### src/rtl/wb_arbiter.sv
// wb_arbiter: writeback arbiter merging single-cycle ALU results with queued load/MUL results
// Ports:
//   CLK, RST                       clock (rising edge), asynchronous active-high reset
//   ALU_VALID, ALU_RD, ALU_DATA    ALU result; ALU_STALL (comb) asks the ALU to hold
//   MEM_VALID, MEM_RD, MEM_DATA    load/MUL result offer; MEM_READY (comb) = FIFO not full
//   WE, A3, WD3                    registered register-file write port (never WE with A3==0)
//   PEND_MASK                      only with WB_PENDMASK_EN: bit r set while a queued entry targets xr
// Optional feature macro: WB_PENDMASK_EN
module wb_arbiter #(
    parameter int DEPTH    = 4,
    parameter int MAX_WAIT = 3
) (
    input  logic        CLK,
    input  logic        RST,
    input  logic        ALU_VALID,
    input  logic [4:0]  ALU_RD,
    input  logic [31:0] ALU_DATA,
    output logic        ALU_STALL,
    input  logic        MEM_VALID,
    input  logic [4:0]  MEM_RD,
    input  logic [31:0] MEM_DATA,
    output logic        MEM_READY,
`ifdef WB_PENDMASK_EN
    output logic [31:0] PEND_MASK,
`endif
    output logic        WE,
    output logic [4:0]  A3,
    output logic [31:0] WD3
);
    localparam int AW = $clog2(DEPTH);
    localparam int CW = AW + 1;
    localparam int WW = $clog2(MAX_WAIT + 1);

    logic [4:0]    fifo_rd   [DEPTH];
    logic [31:0]   fifo_data [DEPTH];
    logic [AW-1:0] wptr, rptr;
    logic [CW-1:0] count;
    logic [WW-1:0] wait_cnt;
    logic          e, a, starve, pop, alu_win, push;

    assign e         = count != '0;
    assign a         = ALU_VALID && ALU_RD != 5'd0;
    // the queue has lost MAX_WAIT times in a row: it takes this slot regardless of the ALU
    assign starve    = e && wait_cnt == WW'(MAX_WAIT);
    assign alu_win   = a && !starve;
    assign pop       = e && (!a || starve);
    assign MEM_READY = count < CW'(DEPTH);
    assign ALU_STALL = a && starve;
    // rd==0 results are handshaken normally but never stored
    assign push      = MEM_VALID && MEM_READY && MEM_RD != 5'd0;

    always_ff @(posedge CLK or posedge RST) begin
        if (RST) begin
            wptr     <= '0;
            rptr     <= '0;
            count    <= '0;
            wait_cnt <= '0;
            WE       <= 1'b0;
            A3       <= 5'd0;
            WD3      <= 32'd0;
        end else begin
            wptr     <= wptr + AW'(push);
            rptr     <= rptr + AW'(pop);
            count    <= count + CW'(push) - CW'(pop);
            wait_cnt <= pop ? '0 : (alu_win && e) ? wait_cnt + WW'(1) : wait_cnt;
            WE       <= alu_win || pop;
            A3       <= alu_win ? ALU_RD : pop ? fifo_rd[rptr] : A3;
            WD3      <= alu_win ? ALU_DATA : pop ? fifo_data[rptr] : WD3;
        end
    end

    always_ff @(posedge CLK) begin
        if (push) begin
            fifo_rd[wptr]   <= MEM_RD;
            fifo_data[wptr] <= MEM_DATA;
        end
    end

`ifdef WB_PENDMASK_EN
    // walk only the occupied slots, starting at the head
    always_comb begin
        PEND_MASK = 32'd0;
        for (int i = 0; i < DEPTH; i++)
            if (CW'(i) < count) PEND_MASK[fifo_rd[rptr + AW'(i)]] = 1'b1;
        PEND_MASK[0] = 1'b0;
    end
`endif
endmodule

### config.mk
export PLATFORM = sky130hd
export DESIGN_NAME = wb_arbiter
export DESIGN_NICKNAME = d
export VERILOG_FILES = /design/src/rtl/wb_arbiter.sv
export SDC_FILE = /design/constraint.sdc
export NUM_CORES = 1
export LEC_CHECK = 0
export BUFFER_PORTS_ARGS = -buffer_cell sky130_fd_sc_hd__buf_4
export CORE_ASPECT_RATIO = 1.1
export CORE_MARGIN = 1.5
export CORE_UTILIZATION = 55
export DETAILED_ROUTE_END_ITERATION = 12
export GPL_TIMING_DRIVEN = 0
export HOLD_SLACK_MARGIN = 0.06
export PLACE_DENSITY_LB_ADDON = 0.2
export REMOVE_ABC_BUFFERS = 1
export SETUP_SLACK_MARGIN = 0.3
export SYNTH_ARGS = -nofsm -noshare
export SYNTH_HDL_FRONTEND = slang
export SYNTH_SLANG_ARGS = --single-unit
### constraint.sdc
create_clock -name CLK -period 4.5 [get_ports CLK]
set_input_delay 0.9 -clock CLK [delete_from_list [all_inputs] [get_ports CLK]]
set_output_delay 0.9 -clock CLK [all_outputs]
set_load 0.01 [all_outputs]
## Word level (Yosys, flattened, before mapping)

Memories as Yosys holds them, arrays and structs flattened.
Index checks and enable logic that the tools add are counted.

- Input bits: 78
- Memories kept: 2
- Word-level logic and storage cells: 41
- Flip-flop bits (word level): 47
- RAM bits: 148

Memory list:

| memory | words | bits a word | read ports | clocked after Yosys merged registers in | write ports | line | source |
|---|---|---|---|---|---|---|---|
| fifo_data | 4 | 32 | 1 | 0 | 1 | 35 | `logic [31:0] fifo_data [DEPTH];` |
| fifo_rd | 4 | 5 | 1 | 0 | 1 | 34 | `logic [4:0] fifo_rd [DEPTH];` |

- Reductions and logical operators: 17
- Order comparisons: 1
- Equal/unequal tests: 1
- $add $sub $neg: 5
- Muxes and demuxes: 8

Operator list:

| kind | number |
|---|---|
| 32-bit two-way mux | 2 |
| 5-bit two-way mux | 2 |
| 5-bit nonzero test | 2 |
| 1-bit logical AND | 8 |
| 2-bit by 1-bit adder with 2-bit output | 2 |
| 2-bit two-way mux | 2 |
| 2-bit nonzero test | 2 |
| 3-bit by 1-bit adder with 3-bit output | 1 |
| 3-bit less-than comparator, second input constant | 1 |
| 3-bit nonzero test | 1 |
| 3-bit by 1-bit subtractor with 3-bit output | 1 |
| 2-bit by 1-bit adder with 2-bit output, second input constant | 1 |
| 2-bit == test, second input constant | 1 |
| 1-bit logical NOT | 2 |
| 1-bit logical OR | 2 |
| 1-bit two-way mux | 2 |

## Depth between registers and ports, before layout

- Word-level depth: 7
- Depth in mapped cells: 10

## Least setup slack after synthesis

OpenSTA, ideal clock, no wires.

- Path kind: input port to flip-flop
- Start: input port MEM_RD[3]
- End: memory fifo_data[1][0], enable pin
- Data arrival time: 3971 ps
- Stages: 3
- Path slack: 44 ps
- Cells stage by stage: or4_1 -> o211ai_1 -> nor3b_1

- Cells in the longest elaborated chain, start to end: 4

RTL lines:

| what | line | source |
|---|---|---|
| from (decl) | 20 | `input logic [4:0] MEM_RD,` |
| 5-bit nonzero test | 50 | `assign push = MEM_VALID && MEM_READY && MEM_RD != 5'd0;` |
| 1-bit logical AND | 50 |  |
| 1-bit two-way mux | 73 | `if (push) begin` |
| 1-bit two-way mux (not written as such) | 75 | `fifo_data[wptr] <= MEM_DATA;` |
| to (decl) | 35 |  |

Every way passes these cells.

## Worst setup path after layout

- Start: input port ALU_RD[4]
- End: register count[2]

- Cells in the longest elaborated chain, start to end: 6

RTL lines:

| what | line | source |
|---|---|---|
| from (decl) | 16 | `input logic [4:0] ALU_RD,` |
| 5-bit nonzero test | 42 | `assign a = ALU_VALID && ALU_RD != 5'd0;` |
| 1-bit logical AND | 42 |  |
| 1-bit logical NOT | 46 | `assign pop = e && (!a \|\| starve);` |
| 1-bit logical OR | 46 |  |
| 1-bit logical AND | 46 |  |
| 3-bit by 1-bit subtractor with 3-bit output | 64 | `count <= count + CW'(push) - CW'(pop);` |
| to (signal assigned) | 64 |  |
| to (decl) | 37 | `logic [CW-1:0] count;` |

Every way passes these cells.
A chain may end at the register's enable or synchronous reset.

==> reports/metrics.cfg <==
[outcome]
status=finished, final reports clean

[power_and_ir_drop]
totalPowerFinal_uw=5800
peakVddDrop_v=0.000347
p_leak_uw=0.00340
power_per_cell_area_nw_per_um2=619

[critical_path]
end_kind=flop
path_cells=buf_4, or3_4, o311a_4, nor2_2, xnor2_1, ha_1, fa_1, xnor2_1, xnor2_1
cp_max_fo=41
worstSetupStartpointType=input pin
required_ps=4840
crit_slowest_cell=o311a_4
critPathKind=input pin to flop
cp_common_cell=xnor2_1
critPathArrivalTime_ps=3300
cp_slowest_stage_delay_ps=530

[grt]
grt_overflow=0
antenna_found_initial=0
grt_max_degree=42
track_usage=0.216
first_global_vias=4219
grt_pass1_wl_um=22900

[synth]
syn_inst=370
synth_edf_count=148
synth_top_area_share=0.587
syn-cell-area_um2=7580
synthTopCellsByArea=edfxtp_1 (59%), dfrtp_1 (16%), mux4_2 (11%)
syn_area_per_cell_um2=20.5
synthArstFlopShare=0.241
synth_area_leader_cell=edfxtp_1
synth_flop_cell=edfxtp_1
yosysUniqueCellTypes=36
yosys_warnings=0
synth_common_cells=edfxtp_1 (148), dfrtp_1 (47), mux4_2 (37)
synth_seq_cells=195
ys_seq_area_frac=0.742
yosysMostFrequentCell=edfxtp_1

[clocking]
clk_pin_slew_worst_paths_ps=60
htree_levels=4
cts-buffers-inserted=17
root_buffer=clkbuf_16
clock_latency_ps=420
holdBufCountCts=0
postCtsSetupBuffers=0
clock_sinks=195
post_cts_resized=0
cts_tree=done
cts_max_path_buffers=2

[hold_path]
min_path_type=input pin to asynchronous set/reset pin

[cells_and_area]
drive_gt1_frac=0.460
area_delta_synth_final_pct=23.7
fin_nets=580
diodes=0

[die]
die_w_um=115
initial_core_util=0.569
core_area_um2=13300
die_h_um=126
io_pins=118
die_area_um2=14500
std_cell_rows=44

[timing]
worstMarginPinSlew_ps=950
fmax_ghz=0.338
clock_skew_ps=12.3
drv_slew=0
slew_headroom=0.364
setup_viol=0
final-hold-violation-count=0
grt_setup_unrepaired=false
final.setup.worst_slack_ps=1540
timing.final.crit_share=0.658
min_period_ps=2960

[detailed_routing]
vias_per_cell=5.72
wire_per_inst_um=20.6
drtIter0Drc=232
drt-total-wl_um=14300
drc=0
dr.pass1.iters=5
vias=3977
drtAntennaViolNets=0

[place]
gp_congestion=0.680
dpl_worst_slack_ps=1130
hpwl_um=8810
portBuffers=117

[run]
maxCapViolations=0

[power by group]
part | switching [µW] | internal (µW)
logic | 678 | 944
registers | 304 | 2350
clock network | 604 | 922
[metrics by stage]
| stage | cell area (µm²) | std cells | hold WS [ps] | utilization | setup TNS (ps) |
|---|---|---|---|---|---|
| 6_report | 9370 | 695 | 448 | 0.703 | 0 |
| 4_1_cts | 9370 | 695 | 438 | 0.703 | 0 |
| 5_1_grt | 9370 | 695 | 448 | 0.703 | 0 |
| 3_5_place_dp | 8770 | 663 | 481 | 0.658 | 0 |
| 2_1_floorplan | 7410 | 347 | 450 | - | 0 |
| 3_3_place_gp | 8520 | 648 | 467 | 0.639 | -277790 |
[layer usage]
| metal | GRT usage | up-vias | share of wire |
|---|---|---|---|
| li1 | - | 1792 | - |
| met1 | 0.286 | 2057 | 0.42 |
| met2 | 0.353 | 114 | 0.51 |
| met3 | 0.0621 | 14 | 0.060 |
| met4 | 0.0639 | 0 | 0.0095 |
| met5 | 0 | - | 0 |
[state kept, by name (all words and copies together) (netlist names)]
register	flops
A3	5
WD3	32
WE	1
count	3
fifo_data	128
fifo_rd	20
rptr	2
wait_cnt	2
wptr	2
[final timing paths]
check	cells after the start	from	end	slack (ps)
min in group CLK	2	wait_cnt[1]	wait_cnt[1]	490
worst max-delay path	9	ALU_RD[4]	count[2]	1540
worst max register to register	9	wait_cnt[0]	count[2]	1910
max in group asynchronous	3	RST	rptr[0]	3520
worst min-delay path	2	RST	WE	450
worst min register to register	2	wait_cnt[1]	wait_cnt[1]	490
[layout by cell type (no fill, tap or decap), drive strengths merged, types with 2 or more instances in the layout]
cell type,n
or3,37
edfxtp,148
clkinv,6
nor2,2
bufinv,4
inv,6
ha,3
nor3b,5
nand2,6
a221o,2
nor3,2
o221a,35
xor2,3
clkinvlp,2
buf,132
clkbuf,20
mux4,37
dfrtp,47
xnor2,3
[layout make-up]
| cell class | count | area, µm² |
|---|---|---|
| flip-flops and latches | 195 | 5630 |
| inverters | 6 | 25.0 |
| well taps | 184 | 230 |
| clock inverters | 12 | 164 |
| multi-input cells | 146 | 1790 |
| fillers | 875 | 3950 |
| clock buffers | 20 | 437 |
| repair buffers | 132 | 1100 |
[cells by family after synthesis]
kind of cell,count (synthesis),synth area share
mux,37,0.110
flops,195,0.742
simple gates,57,0.0469
buf+inv,29,0.0253
fa+ha+maj,4,0.00760
xor+xnor,6,0.00694
compound gates,42,0.0614
[critical path: cells and delay by family]
family	cells	cell delay (ps)
buf+inv	1	110
fa+ha+maj	2	600
xor+xnor	3	510
compound gates	1	530
simple gates	2	630
Power figures use the tool's default switching activity.
